## src/rtl/spi_arbiter_if.sv

```systemverilog
// Bundle of requester-side and SPI-master-side signals around spi_arbiter.
// The master modport is the arbiter's view; slave is the surrounding logic.
interface spi_arbiter_if #(
    parameter int MAX_BYTES_PER_CS = 2
);
    localparam int CW = $clog2(MAX_BYTES_PER_CS + 1);

    logic [1:0]      req;
    logic [2*CW-1:0] req_count;
    logic [15:0]     req_byte;
    logic [1:0]      req_byte_valid;
    logic [1:0]      req_byte_ready;
    logic [1:0]      gnt;
    logic [1:0]      rsp_valid;
    logic [7:0]      rsp_byte;
    logic [1:0]      done;
    logic [1:0]      err;
    logic [CW-1:0]   m_TX_Count;
    logic [7:0]      m_TX_Byte;
    logic            m_TX_valid;
    logic            m_TX_start;
    logic            m_RX_valid;
    logic [7:0]      m_RX_Byte;
    logic            m_CS_n;

    modport master (
        input  req, req_count, req_byte, req_byte_valid,
               m_TX_start, m_RX_valid, m_RX_Byte, m_CS_n,
        output req_byte_ready, gnt, rsp_valid, rsp_byte, done, err,
               m_TX_Count, m_TX_Byte, m_TX_valid
    );

    modport slave (
        output req, req_count, req_byte, req_byte_valid,
               m_TX_start, m_RX_valid, m_RX_Byte, m_CS_n,
        input  req_byte_ready, gnt, rsp_valid, rsp_byte, done, err,
               m_TX_Count, m_TX_Byte, m_TX_valid
    );
endinterface

```

## src/rtl/spi_arbiter.sv

```systemverilog
// Two-requester round-robin arbiter in front of a chip-select SPI master.
// Grant is held for a whole CS transaction; RX bytes are routed to the owner.
module spi_arbiter #(
    parameter int MAX_BYTES_PER_CS = 2,
    parameter int TIMEOUT_CLKS     = 255
) (
    input  logic         system_clk,
    input  logic         reset,
    spi_arbiter_if.master bus
);
    localparam int CW = $clog2(MAX_BYTES_PER_CS + 1);
    localparam int WW = $clog2(TIMEOUT_CLKS + 1);
    localparam logic [31:0] MAX_U = MAX_BYTES_PER_CS;

    typedef enum logic [1:0] {IDLE, SEND, WAIT_RX} state_t;

    state_t        state;
    logic [1:0]    gnt_q;
    logic [1:0]    done_q;
    logic [1:0]    err_q;
    logic          last_gnt;
    logic [CW-1:0] cnt_q;
    logic [CW-1:0] tx_left;
    logic [CW-1:0] rx_left;
    logic [WW-1:0] wd;

    logic          win;
    logic [CW-1:0] win_cnt;
    logic          win_ok;
    logic          accept;
    logic          rx_hit;

    // On a tie the requester that was not served last wins.
    always_comb begin
        win = 1'b0;
        if (bus.req == 2'b11) win = ~last_gnt;
        else                  win = bus.req[1];
        win_cnt = win ? bus.req_count[CW +: CW] : bus.req_count[0 +: CW];
        win_ok  = (win_cnt != '0) && (32'(win_cnt) <= MAX_U);
    end

    assign bus.req_byte_ready = (state == SEND) ? (gnt_q & {2{bus.m_TX_start}}) : '0;
    assign accept             = |(bus.req_byte_ready & bus.req_byte_valid);
    assign bus.m_TX_valid     = accept;
    assign bus.m_TX_Byte      = gnt_q[1] ? bus.req_byte[15:8] : bus.req_byte[7:0];
    assign bus.m_TX_Count     = (|gnt_q) ? cnt_q : '0;

    assign rx_hit        = ((state == SEND) || (state == WAIT_RX)) &&
                           bus.m_RX_valid && (rx_left != '0);
    assign bus.rsp_valid = rx_hit ? gnt_q : '0;
    assign bus.rsp_byte  = rx_hit ? bus.m_RX_Byte : '0;
    assign bus.gnt       = gnt_q;
    assign bus.done      = done_q;
    assign bus.err       = err_q;

    always_ff @(posedge system_clk) begin
        if (!reset) begin
            state    <= IDLE;
            gnt_q    <= '0;
            done_q   <= '0;
            err_q    <= '0;
            last_gnt <= 1'b1;
            cnt_q    <= '0;
            tx_left  <= '0;
            rx_left  <= '0;
            wd       <= '0;
        end else begin
            done_q <= '0;
            err_q  <= '0;
            if (rx_hit) rx_left <= rx_left - CW'(1);
            case (state)
                IDLE: begin
                    if (|bus.req) begin
                        if (win_ok) begin
                            gnt_q   <= win ? 2'b10 : 2'b01;
                            cnt_q   <= win_cnt;
                            tx_left <= win_cnt;
                            rx_left <= win_cnt;
                            state   <= SEND;
                        end else begin
                            err_q <= win ? 2'b10 : 2'b01;
                        end
                    end
                end
                SEND: begin
                    if (accept) begin
                        tx_left <= tx_left - CW'(1);
                        if (tx_left == CW'(1)) begin
                            state <= WAIT_RX;
                            wd    <= '0;
                        end
                    end
                end
                WAIT_RX: begin
                    if ((rx_left == '0) && bus.m_CS_n) begin
                        done_q   <= gnt_q;
                        gnt_q    <= '0;
                        last_gnt <= gnt_q[1];
                        state    <= IDLE;
                    end else if (wd == WW'(TIMEOUT_CLKS - 1)) begin
                        err_q    <= gnt_q;
                        gnt_q    <= '0;
                        last_gnt <= gnt_q[1];
                        state    <= IDLE;
                    end else begin
                        wd <= wd + WW'(1);
                    end
                end
                default: begin
                    state <= IDLE;
                    gnt_q <= '0;
                end
            endcase
        end
    end
endmodule
```

## src/flat_wrapper.sv

```systemverilog
// flat-port wrapper written by rule: the top's interface ports become plain ports
module spi_arbiter_flat 
#(
    parameter int MAX_BYTES_PER_CS = 2,
    parameter int TIMEOUT_CLKS     = 255
)
  (system_clk, reset, bus_req, bus_req_count, bus_req_byte, bus_req_byte_valid, bus_m_TX_start, bus_m_RX_valid, bus_m_RX_Byte, bus_m_CS_n, bus_req_byte_ready, bus_gnt, bus_rsp_valid, bus_rsp_byte, bus_done, bus_err, bus_m_TX_Count, bus_m_TX_Byte, bus_m_TX_valid);
  spi_arbiter_if #(.MAX_BYTES_PER_CS(MAX_BYTES_PER_CS)) bus_i ();
  input  logic system_clk;
  input  logic reset;
  input wire logic [$bits(bus_i.req)-1:0] bus_req;
  input wire logic [$bits(bus_i.req_count)-1:0] bus_req_count;
  input wire logic [$bits(bus_i.req_byte)-1:0] bus_req_byte;
  input wire logic [$bits(bus_i.req_byte_valid)-1:0] bus_req_byte_valid;
  input wire logic [$bits(bus_i.m_TX_start)-1:0] bus_m_TX_start;
  input wire logic [$bits(bus_i.m_RX_valid)-1:0] bus_m_RX_valid;
  input wire logic [$bits(bus_i.m_RX_Byte)-1:0] bus_m_RX_Byte;
  input wire logic [$bits(bus_i.m_CS_n)-1:0] bus_m_CS_n;
  output wire logic [$bits(bus_i.req_byte_ready)-1:0] bus_req_byte_ready;
  output wire logic [$bits(bus_i.gnt)-1:0] bus_gnt;
  output wire logic [$bits(bus_i.rsp_valid)-1:0] bus_rsp_valid;
  output wire logic [$bits(bus_i.rsp_byte)-1:0] bus_rsp_byte;
  output wire logic [$bits(bus_i.done)-1:0] bus_done;
  output wire logic [$bits(bus_i.err)-1:0] bus_err;
  output wire logic [$bits(bus_i.m_TX_Count)-1:0] bus_m_TX_Count;
  output wire logic [$bits(bus_i.m_TX_Byte)-1:0] bus_m_TX_Byte;
  output wire logic [$bits(bus_i.m_TX_valid)-1:0] bus_m_TX_valid;
  assign bus_i.req = bus_req;
  assign bus_i.req_count = bus_req_count;
  assign bus_i.req_byte = bus_req_byte;
  assign bus_i.req_byte_valid = bus_req_byte_valid;
  assign bus_i.m_TX_start = bus_m_TX_start;
  assign bus_i.m_RX_valid = bus_m_RX_valid;
  assign bus_i.m_RX_Byte = bus_m_RX_Byte;
  assign bus_i.m_CS_n = bus_m_CS_n;
  assign bus_req_byte_ready = bus_i.req_byte_ready;
  assign bus_gnt = bus_i.gnt;
  assign bus_rsp_valid = bus_i.rsp_valid;
  assign bus_rsp_byte = bus_i.rsp_byte;
  assign bus_done = bus_i.done;
  assign bus_err = bus_i.err;
  assign bus_m_TX_Count = bus_i.m_TX_Count;
  assign bus_m_TX_Byte = bus_i.m_TX_Byte;
  assign bus_m_TX_valid = bus_i.m_TX_valid;
  spi_arbiter #(.MAX_BYTES_PER_CS(MAX_BYTES_PER_CS), .TIMEOUT_CLKS(TIMEOUT_CLKS)) u_core (.system_clk(system_clk), .reset(reset), .bus(bus_i));
endmodule
```

## config.mk

```make
export PLATFORM = sky130hd
export DESIGN_NAME = spi_arbiter_flat
export DESIGN_NICKNAME = d
export VERILOG_FILES = /design/src/rtl/spi_arbiter_if.sv /design/src/rtl/spi_arbiter.sv /design/src/flat_wrapper.sv
export SDC_FILE = /design/constraint.sdc
export NUM_CORES = 1
export LEC_CHECK = 0
export BUFFER_PORTS_ARGS = -buffer_cell sky130_fd_sc_hd__buf_4
export CAP_MARGIN = 40
export CORE_MARGIN = 2
export CORE_UTILIZATION = 48
export DETAILED_ROUTE_END_ITERATION = 6
export GPL_TIMING_DRIVEN = 0
export MAX_ROUTING_LAYER = met4
export PLACE_DENSITY = 0.88
export SLEW_MARGIN = 20
export SYNTH_ARGS = -nofsm -noshare
export SYNTH_HDL_FRONTEND = slang
export SYNTH_SLANG_ARGS = --single-unit
```

## constraint.sdc

```tcl
create_clock -name system_clk -period 2.13 [get_ports system_clk]
set_input_delay 0.213 -clock system_clk [delete_from_list [all_inputs] [get_ports system_clk]]
set_output_delay 0.213 -clock system_clk [all_outputs]
set_load 0.01 [all_outputs]
```

==> results of run 1 <==
-- repair_timing --
item                                    in CTS  in global routing
resized for setup                            0                  6
endpoints found under the setup margin       0                 15
hold buffers                                 0                  0
buffers inserted                             0                  0
-- metal layers --
| layer | vias up | GRT usage |
|---|---|---|
| met5 | - | - |
| met4 | 0 | 0.0306 |
| met3 | 2 | 0.0432 |
| met2 | 43 | 0.376 |
| met1 | 797 | 0.278 |
| li1 | 855 | - |
-- state kept, by name, summed over array words and instances, names as in the netlist --
| name | cells |
|---|---|
| u_core.cnt_q | 2 |
| u_core.rx_left | 2 |
| u_core.bus.err | 2 |
| u_core.wd | 8 |
| u_core.last_gnt | 1 |
| u_core.state | 2 |
| u_core.bus.gnt | 2 |
| u_core.tx_left | 2 |
| u_core.bus.done | 2 |
-- placed cells by master (no fill, tap or decap), types with 3 or more instances in the layout --
cell type / synthesis / layout
buf_4: 0 / 65
o21ai_0: 6 / 6
mux2_2: 10 / 10
o31ai_1: 4 / 4
a21oi_1: 11 / 11
o22ai_1: 3 / 3
a21boi_0: 3 / 3
ha_1: 8 / 7
nor2_1: 6 / 6
nand2_1: 20 / 20
nand2b_1: 4 / 4
and3_1: 3 / 3
mux2i_1: 10 / 10
clkbuf_4: 0 / 4
or4_1: 4 / 4
and4_1: 4 / 4
nand3_1: 7 / 7
o211ai_1: 3 / 3
clkbuf_1: 5 / 4
buf_2: 3 / 3
or2_2: 3 / 3
inv_1: 11 / 11
dfxtp_1: 23 / 22
and2_1: 14 / 14
-- critical path, stage by stage, from the launching register on --
cell	delay, ns
dfxtp_1	0.35
buf_2	0.20
clkbuf_1	0.39
mux2_2	0.39
buf_4	0.14
-- power by group --
group	switching (mW)	internal (mW)	total, mW
clock network	0.144	0.0704	0.215
registers	0.0698	0.512	0.582
logic	0.480	0.424	0.904
-- worst max-delay path by stage --
stage	end	slack, ns
floorplan	u_core.wd[4]	0.22
global placement	u_core.wd[4]	0.10
detailed placement	u_core.wd[4]	0.08
CTS	bus_rsp_byte[4]	0.001
global route	bus_m_TX_Byte[7]	0.004
finish	bus_m_TX_Byte[7]	0.12
-- logic make-up after synthesis --
logic type,Yosys count
flip-flops,23
AND/OR/NAND/NOR,74
XOR/XNOR,3
buffers and inverters,20
AO/OA/AOI/OAI,48
multiplexers,20
adder cells (fa/ha/maj),8
-- layout make-up --
| cell class | count | share of cell area |
|---|---|---|
| buffer | 9 | 0.0220 |
| clock buffer | 3 | 0.0102 |
| clock inverter | 1 | 0.00226 |
| inverter | 11 | 0.0186 |
| multi-input combinational | 153 | 0.493 |
| sequential | 23 | 0.208 |
| tap | 46 | 0.0259 |
| timing repair buffer | 65 | 0.220 |
-- stage by stage --
step	hold slack (ns)	setup slack (ns)	instance area (sq um)	utilization	total power [mW]
final	0.250	0.120	2220	0.670	1.70
after global routing	0.266	0.00444	2220	0.670	1.84
after CTS	0.246	0.00134	2210	0.668	1.69
after detailed placement	0.463	0.0757	2180	0.659	1.48
after global placement	0.453	0.105	2180	0.659	1.46
after floorplan	0.415	0.220	1640	-	1.19
==> results_dict.tcl, run 1 <==
set metrics [dict create \
    synth_commonest_cells "dfxtp_1, nand2_1, and2_1" \
    area_growth_pct 35.4 \
    final_layout_size_suffix_gt1_frac 0.351 \
    ys_async_sr_fraction 0 \
    numPlacedInstances 307 \
    stdcell_count 311 \
    r2r_setup_slack_ns 0.15 \
    synth-simple-area-share 0.253 \
    r2r_start "u_core.state[0]" \
    ios 66 \
    cp.required_ns 1.92 \
    clkTransAtPathRegs_ns 0.14 \
    clockRootBuffer "clkbuf_4" \
    num-fill-cells 303 \
    cts_tree "yes" \
    multiInputGateArea_sq_um 1090 \
    drv_cap 0 \
    max_slew_margin 0.678 \
    drt-met1-wl_microns 1790 \
    rsz0062_at_grt "false" \
    grt_max_degree 14 \
    seq_area_sq_um 462 \
    synth_compound_area_frac 0.206 \
    crit_arrival_ns 1.80 \
    ys_seq_elements 23 \
    grt_pass1_wl_microns 6940 \
    die_area_sq_um 3900 \
    numCtsBuffers 3 \
    min_to "u_core.rx_left[1]" \
    die_h_microns 62.4 \
    antenna_found_initial 0 \
    synth.distinct_cells 48 \
    yosys-top-cells-area "dfxtp_1, mux2_2, ha_1" \
    synth_top_area_cell "dfxtp_1" \
    routed_wl_microns 4140 \
    synth_flop_cell "dfxtp_1" \
    synth_top_area_share 0.281 \
    vias 1697 \
    critPathCaptureType "output pin" \
    yosysWarnings 0 \
    r2r_cells 7 \
    num_antenna_cells 0 \
    p_per_area_nw_per_um2 767 \
    dr.pass1.iters 4 \
    regToRegEndpoint "u_core.wd[4]" \
    clockBufferDepth 2 \
    first_iter_violations 97 \
    worst_slew_pin_slew_ns 0.477 \
    die_x_microns 62.4 \
    syn_area_sq_um 1640 \
    tns_ns 0 \
    grt_use_total 0.221 \
    synthMuxAreaShare 0.130 \
    p_leak_nw 0.964 \
    final.min_clock_period_ns 2.01 \
    synthXorXnorAreaFrac 0.0160 \
    port_buffers 65 \
    fin_nets 311 \
    gp_congestion 0.869 \
    startpoint_type "register" \
    rows 21 \
    setup_viol 0 \
    syn_nets 241 \
    cts-htree-levels 1 \
    hp-start "reset" \
    drc_errors 0 \
    viasPerCell 5.46 \
    ys_seq_area_frac 0.281 \
    status "finished clean" \
    synth_cells 196 \
    period_share 0.944 \
    wl_per_cell_microns 13.3 \
    ir_worst_vdd_uv 669 \
    synth_top_family_by_area "simple AND/OR/NAND/NOR gates" \
    hpwl_microns 3310 \
    start_util 0.495 \
    avgSynthCellArea_sq_um 8.36 \
    cp_max_fo 10 \
    route.met2.wl_microns 2120 \
    criticalPathCategory "register to output pin" \
    hold_viol_final 0 \
    clock-sinks 23 \
    drv_slew 0 \
    ant_nets 0 \
    synth_fa_ha_area_frac 0.0611 \
    crit_path_start "u_core.bus.gnt[1]" \
    min_path_type "input pin to register" \
    finClkSkew_ns 0.00475 \
    synth-edff-count 0 \
    insertion_delay_ns 0.32 \
    gr-total-overflow 0 \
    fmax_ghz 0.497 \
    top_layer "met4" \
    holdPathStages 3 \
    core-area_sq_um 3310 \
    met3_length_microns 214 \
    post-synth-top-count-cell "dfxtp_1" \
    grt_pass1_vias 1538 \
]
Note: power is estimated with default switching activity, not from simulation.
==> run 2, diff against run 1 <==
GPL_TIMING_DRIVEN = 1   (was 0)
PLACE_DENSITY = 0.79   (was 0.88)
==> results_dict.tcl, run 2 (synthesis gave the netlist of run 1 again) <==
set metrics [dict create \
    criticalPathCategory "register to register" \
    r2r_setup_slack_ns 0.14 \
    critPathCaptureType "register" \
    wl_per_cell_microns 13.3 \
    cp.required_ns 2.40 \
    rows 21 \
    gp_congestion 0.930 \
    clkTransAtPathRegs_ns 0.13 \
    layout.cells.most_common "buf_4" \
    hpwl_microns 3300 \
    core-area_sq_um 3310 \
    cts_tree "yes" \
    crit_arrival_ns 2.25 \
    min_path_type "input pin to register" \
    p_leak_nw 0.968 \
    final.min_clock_period_ns 1.99 \
    grt_use_total 0.215 \
    start_util 0.495 \
    cp_max_fo 12 \
    worst_slew_pin_slew_ns 0.458 \
    routed_wl_microns 4110 \
    clock-sinks 23 \
    final_layout_size_suffix_gt1_frac 0.351 \
    slowest_stage "or4_1" \
    ant_nets 0 \
    top_register "u_core.wd" \
    switching_share 0.404 \
    fin_nets 308 \
    hold_viol_final 0 \
    period_share 0.932 \
    fmax_ghz 0.504 \
    cpPeakStageDelay_ns 0.53 \
    die_area_sq_um 3900 \
    p_int_mw 1.02 \
    r2r_cells 6 \
    finClkSkew_ns 0.00176 \
    vias 1657 \
    numCtsBuffers 3 \
    grt_pass1_vias 1539 \
    drc_errors 0 \
    post_cts_buffers 0 \
    setup_viol 0 \
    die_x_microns 62.4 \
    drv_cap 0 \
    dr.pass1.iters 4 \
    rsz0062_at_grt "false" \
    holdPathStages 2 \
    die_h_microns 62.4 \
    path_cells "inv_1 -> ha_1 -> and4_4 -> a22o_1 -> or4_1 -> a21oi_1" \
    p_comb_frac 0.549 \
    numPlacedInstances 304 \
    p_sw_uw 692 \
    num_antenna_cells 0 \
    p_per_area_nw_per_um2 776 \
    first_iter_violations 87 \
    stdcell_area_sq_um 2210 \
    clockBufferDepth 2 \
    cts_resized 0 \
    drv_slew 0 \
    grt_max_degree 21 \
    antenna_found_initial 0 \
    area_growth_pct 35.0 \
    stdcell_count 308 \
    cts_hold_buffers 0 \
    grt_pass1_wl_microns 6750 \
    startpoint_type "register" \
    seq_power_share 0.328 \
    gr-total-overflow 0 \
    ios 66 \
    placed_cell_area_sq_um 2180 \
    ir_worst_vdd_uv 398 \
    status "finished clean" \
    viasPerCell 5.38 \
    clockRootBuffer "clkbuf_4" \
    layout_common_cells "buf_4, dfxtp_1, nand2_1" \
    num-fill-cells 300 \
    largest_reg_flops 8 \
    port_buffers 65 \
    cts-htree-levels 1 \
    tns_ns 0 \
    clkPwrFrac 0.123 \
    insertion_delay_ns 0.32 \
    max_slew_margin 0.693 \
]
[run 2: cell types whose count changed in the layout (fill, tap and decap cells not counted), sizes merged]
cell    delta
buf        +2
clkbuf     -5
[run 2: area by class of cell]
| type | instances | area, sq um | share of cell area |
|---|---|---|---|
| multi-input combinational | 153 | 1090 | 0.493 |
| timing repair buffer | 71 | 533 | 0.241 |
| sequential | 23 | 460 | 0.208 |
| tap | 46 | 57.6 | 0.0260 |
| inverter | 11 | 41.3 | 0.0187 |
| clock buffer | 3 | 22.5 | 0.0102 |
| clock inverter | 1 | 5.00 | 0.00226 |
[run 2: worst max-delay path: cells and delay by family, from the launching register on]
family	cells	cell delay (ns)
simple gates	2	0.73
compound gates	2	0.47
flops	1	0.40
buf+inv	1	0.08
fa+ha+maj	1	0.24
[run 2: per-stage QoR]
step,worst slack (ns),power [mW],utilization,hold slack [ns]
final,0.144,1.72,0.668,0.182
after global routing,0.00856,1.85,0.668,0.199
after CTS,0.158,1.72,0.668,0.174
after detailed placement,0.181,1.51,0.659,0.465
after global placement,0.249,1.49,0.659,0.453
after floorplan,0.220,1.19,-,0.415
[run 2: final timing paths]
path | start | end
setup / recovery | u_core.state[0] | u_core.wd[4]
hold / removal | reset | u_core.last_gnt
setup reg to reg | u_core.state[0] | u_core.wd[4]
hold reg to reg | u_core.tx_left[1] | u_core.tx_left[1]
[run 2: power groups by stage]
stage               Clock, mW  Sequential, mW  Combinational, mW
floorplan                   0           0.579              0.608
global placement            0           0.568              0.918
detailed placement          0           0.571              0.934
CTS                     0.217           0.561              0.941
global route            0.229           0.570               1.05
finish                  0.211           0.562              0.942
[run 2: layer usage]
| layer | vias up | part of all wire | track usage |
|---|---|---|---|
| li1 | 851 | - | - |
| met1 | 763 | 0.44 | 0.263 |
| met2 | 38 | 0.50 | 0.371 |
| met3 | 5 | 0.048 | 0.0505 |
| met4 | 0 | 0.0061 | 0.0278 |
| met5 | - | 0 | - |
==> run 3, diff against run 2 <==
CELL_PAD_IN_SITES_DETAIL_PLACEMENT = 1   (was unset)
CELL_PAD_IN_SITES_GLOBAL_PLACEMENT = 1   (was unset)
CORE_UTILIZATION = 25   (was 48)
PLACE_DENSITY = unset   (was 0.79)
PLACE_DENSITY_LB_ADDON = 0.1   (was unset)
==> results_dict.tcl, run 3 (synthesis gave the netlist of run 1 again) <==
set metrics [dict create \
    status "finished clean" \
    drc_errors 0 \
    power.total_mw 1.83 \
    start_util 0.258 \
    clockRootBuffer "clkbuf_8" \
    ios 66 \
    crit_arrival_ns 2.17 \
    grt_pass1_wl_microns 7800 \
    top_layer "met4" \
    p_int_mw 1.11 \
    worst_slew_pin_slew_ns 0.485 \
    port_buffers 65 \
    antenna_found_initial 0 \
    ir_worst_vdd_uv 370 \
    grt_pass1_vias 1606 \
    final.min_clock_period_ns 1.97 \
    cp.required_ns 2.33 \
    fmax_ghz 0.507 \
    area_growth_pct 39.9 \
    stdcell_count 342 \
    drt-met1-wl_microns 2310 \
    gp_congestion 0.751 \
    numCtsBuffers 3 \
    p_per_area_nw_per_um2 800 \
    vias 1690 \
    criticalPathCategory "register to register" \
    cts_resized 0 \
    dr.pass1.iters 4 \
    fin_nets 311 \
    tns_ns 0 \
    cts_tree "yes" \
    clock-sinks 23 \
    clkTransAtPathRegs_ns 0.09 \
    p_sw_uw 727 \
    layout_common_cells "buf_4, dfxtp_1, nand2_1" \
    crit_buf_inv 1 \
    rsz0062_at_grt "false" \
    drv_cap 0 \
    grt_max_degree 21 \
    finClkSkew_ns 0.00236 \
    top_register "u_core.wd" \
    cpPeakStageDelay_ns 0.53 \
    die_area_sq_um 7210 \
    min_path_type "input pin to register" \
    dpl_worst_slack_ns 0.132 \
    die_x_microns 84.9 \
    cts_hold_buffers 0 \
    first_iter_violations 57 \
    p_comb_frac 0.537 \
    final_layout_size_suffix_gt1_frac 0.358 \
    viasPerCell 4.94 \
    seq_power_share 0.309 \
    critPathCaptureType "register" \
    p_leak_nw 0.988 \
    multiInputGateArea_sq_um 1090 \
    num-fill-cells 780 \
    slowest_stage "or4_1" \
    insertion_delay_ns 0.27 \
    die_h_microns 84.9 \
    fin_ws_ns 0.159 \
    hold_viol_final 0 \
    numPlacedInstances 338 \
    cp_max_fo 12 \
    routed_wl_microns 4910 \
    clkPwrFrac 0.154 \
    largest_reg_flops 8 \
    switching_share 0.397 \
    seq_area_sq_um 460 \
    core-area_sq_um 6350 \
    num_antenna_cells 0 \
    clockBufferDepth 2 \
    path_cells "inv_1 -> ha_1 -> and4_4 -> a22o_2 -> or4_1 -> a21oi_1" \
    drv_slew 0 \
    grt_use_total 0.136 \
    ant_nets 0 \
    wl_per_cell_microns 14.4 \
    met3_length_microns 310 \
    layout.cells.most_common "buf_4" \
    setup_viol 0 \
    max_slew_margin 0.673 \
    hpwl_microns 3930 \
    post_cts_buffers 0 \
    cts-htree-levels 1 \
    r2r_setup_slack_ns 0.16 \
    route.met2.wl_microns 2240 \
    startpoint_type "register" \
    rows 29 \
    critPathTopFamily "simple AND/OR/NAND/NOR gates" \
    period_share 0.925 \
    gr-total-overflow 0 \
]
## run 3: routing by layer
metal / global-route usage / up-vias
li1: - / 853
met1: 0.179 / 779
met2: 0.220 / 54
met3: 0.0243 / 4
met4: 0.0303 / 0
met5: - / -
## run 3: final cells by class
class | instances | share of cell area
clock buffer | 4 | 0.0197
inverter | 11 | 0.0180
multi-input combinational | 153 | 0.477
sequential | 23 | 0.201
tap | 77 | 0.0421
timing repair buffer | 74 | 0.242
## run 3: worst reg2reg max path: stages, from the launching register on
cell and delay (ns):
dfxtp_1 0.38, inv_1 0.09, ha_1 0.25, and4_4 0.21, a22o_2 0.31, or4_1 0.53, a21oi_1 0.14
## run 3: path summary, 6_finish.rpt
kind	start	to	depth (start not counted)
worst max-delay path	u_core.state[0]	u_core.wd[4]	6
worst min-delay path	reset	u_core.last_gnt	2
worst max register to register	u_core.state[0]	u_core.wd[4]	6
worst min register to register	u_core.tx_left[1]	u_core.tx_left[1]	2
## run 3: per-stage QoR
step	instance area (sq um)	hold slack, ns	util
after global routing	2290	0.272	0.361
after global placement	2240	0.453	0.353
after CTS	2290	0.243	0.361
final	2290	0.248	0.361
after floorplan	1640	0.415	-
after detailed placement	2240	0.463	0.353
## run 3: power groups by stage
stage,logic [mW],registers [mW],clock network [mW]
after CTS,1.00,0.567,0.294
final,0.985,0.566,0.282
after floorplan,0.608,0.579,0
after global placement,0.983,0.574,0
after detailed placement,0.994,0.577,0
after global routing,1.09,0.580,0.309
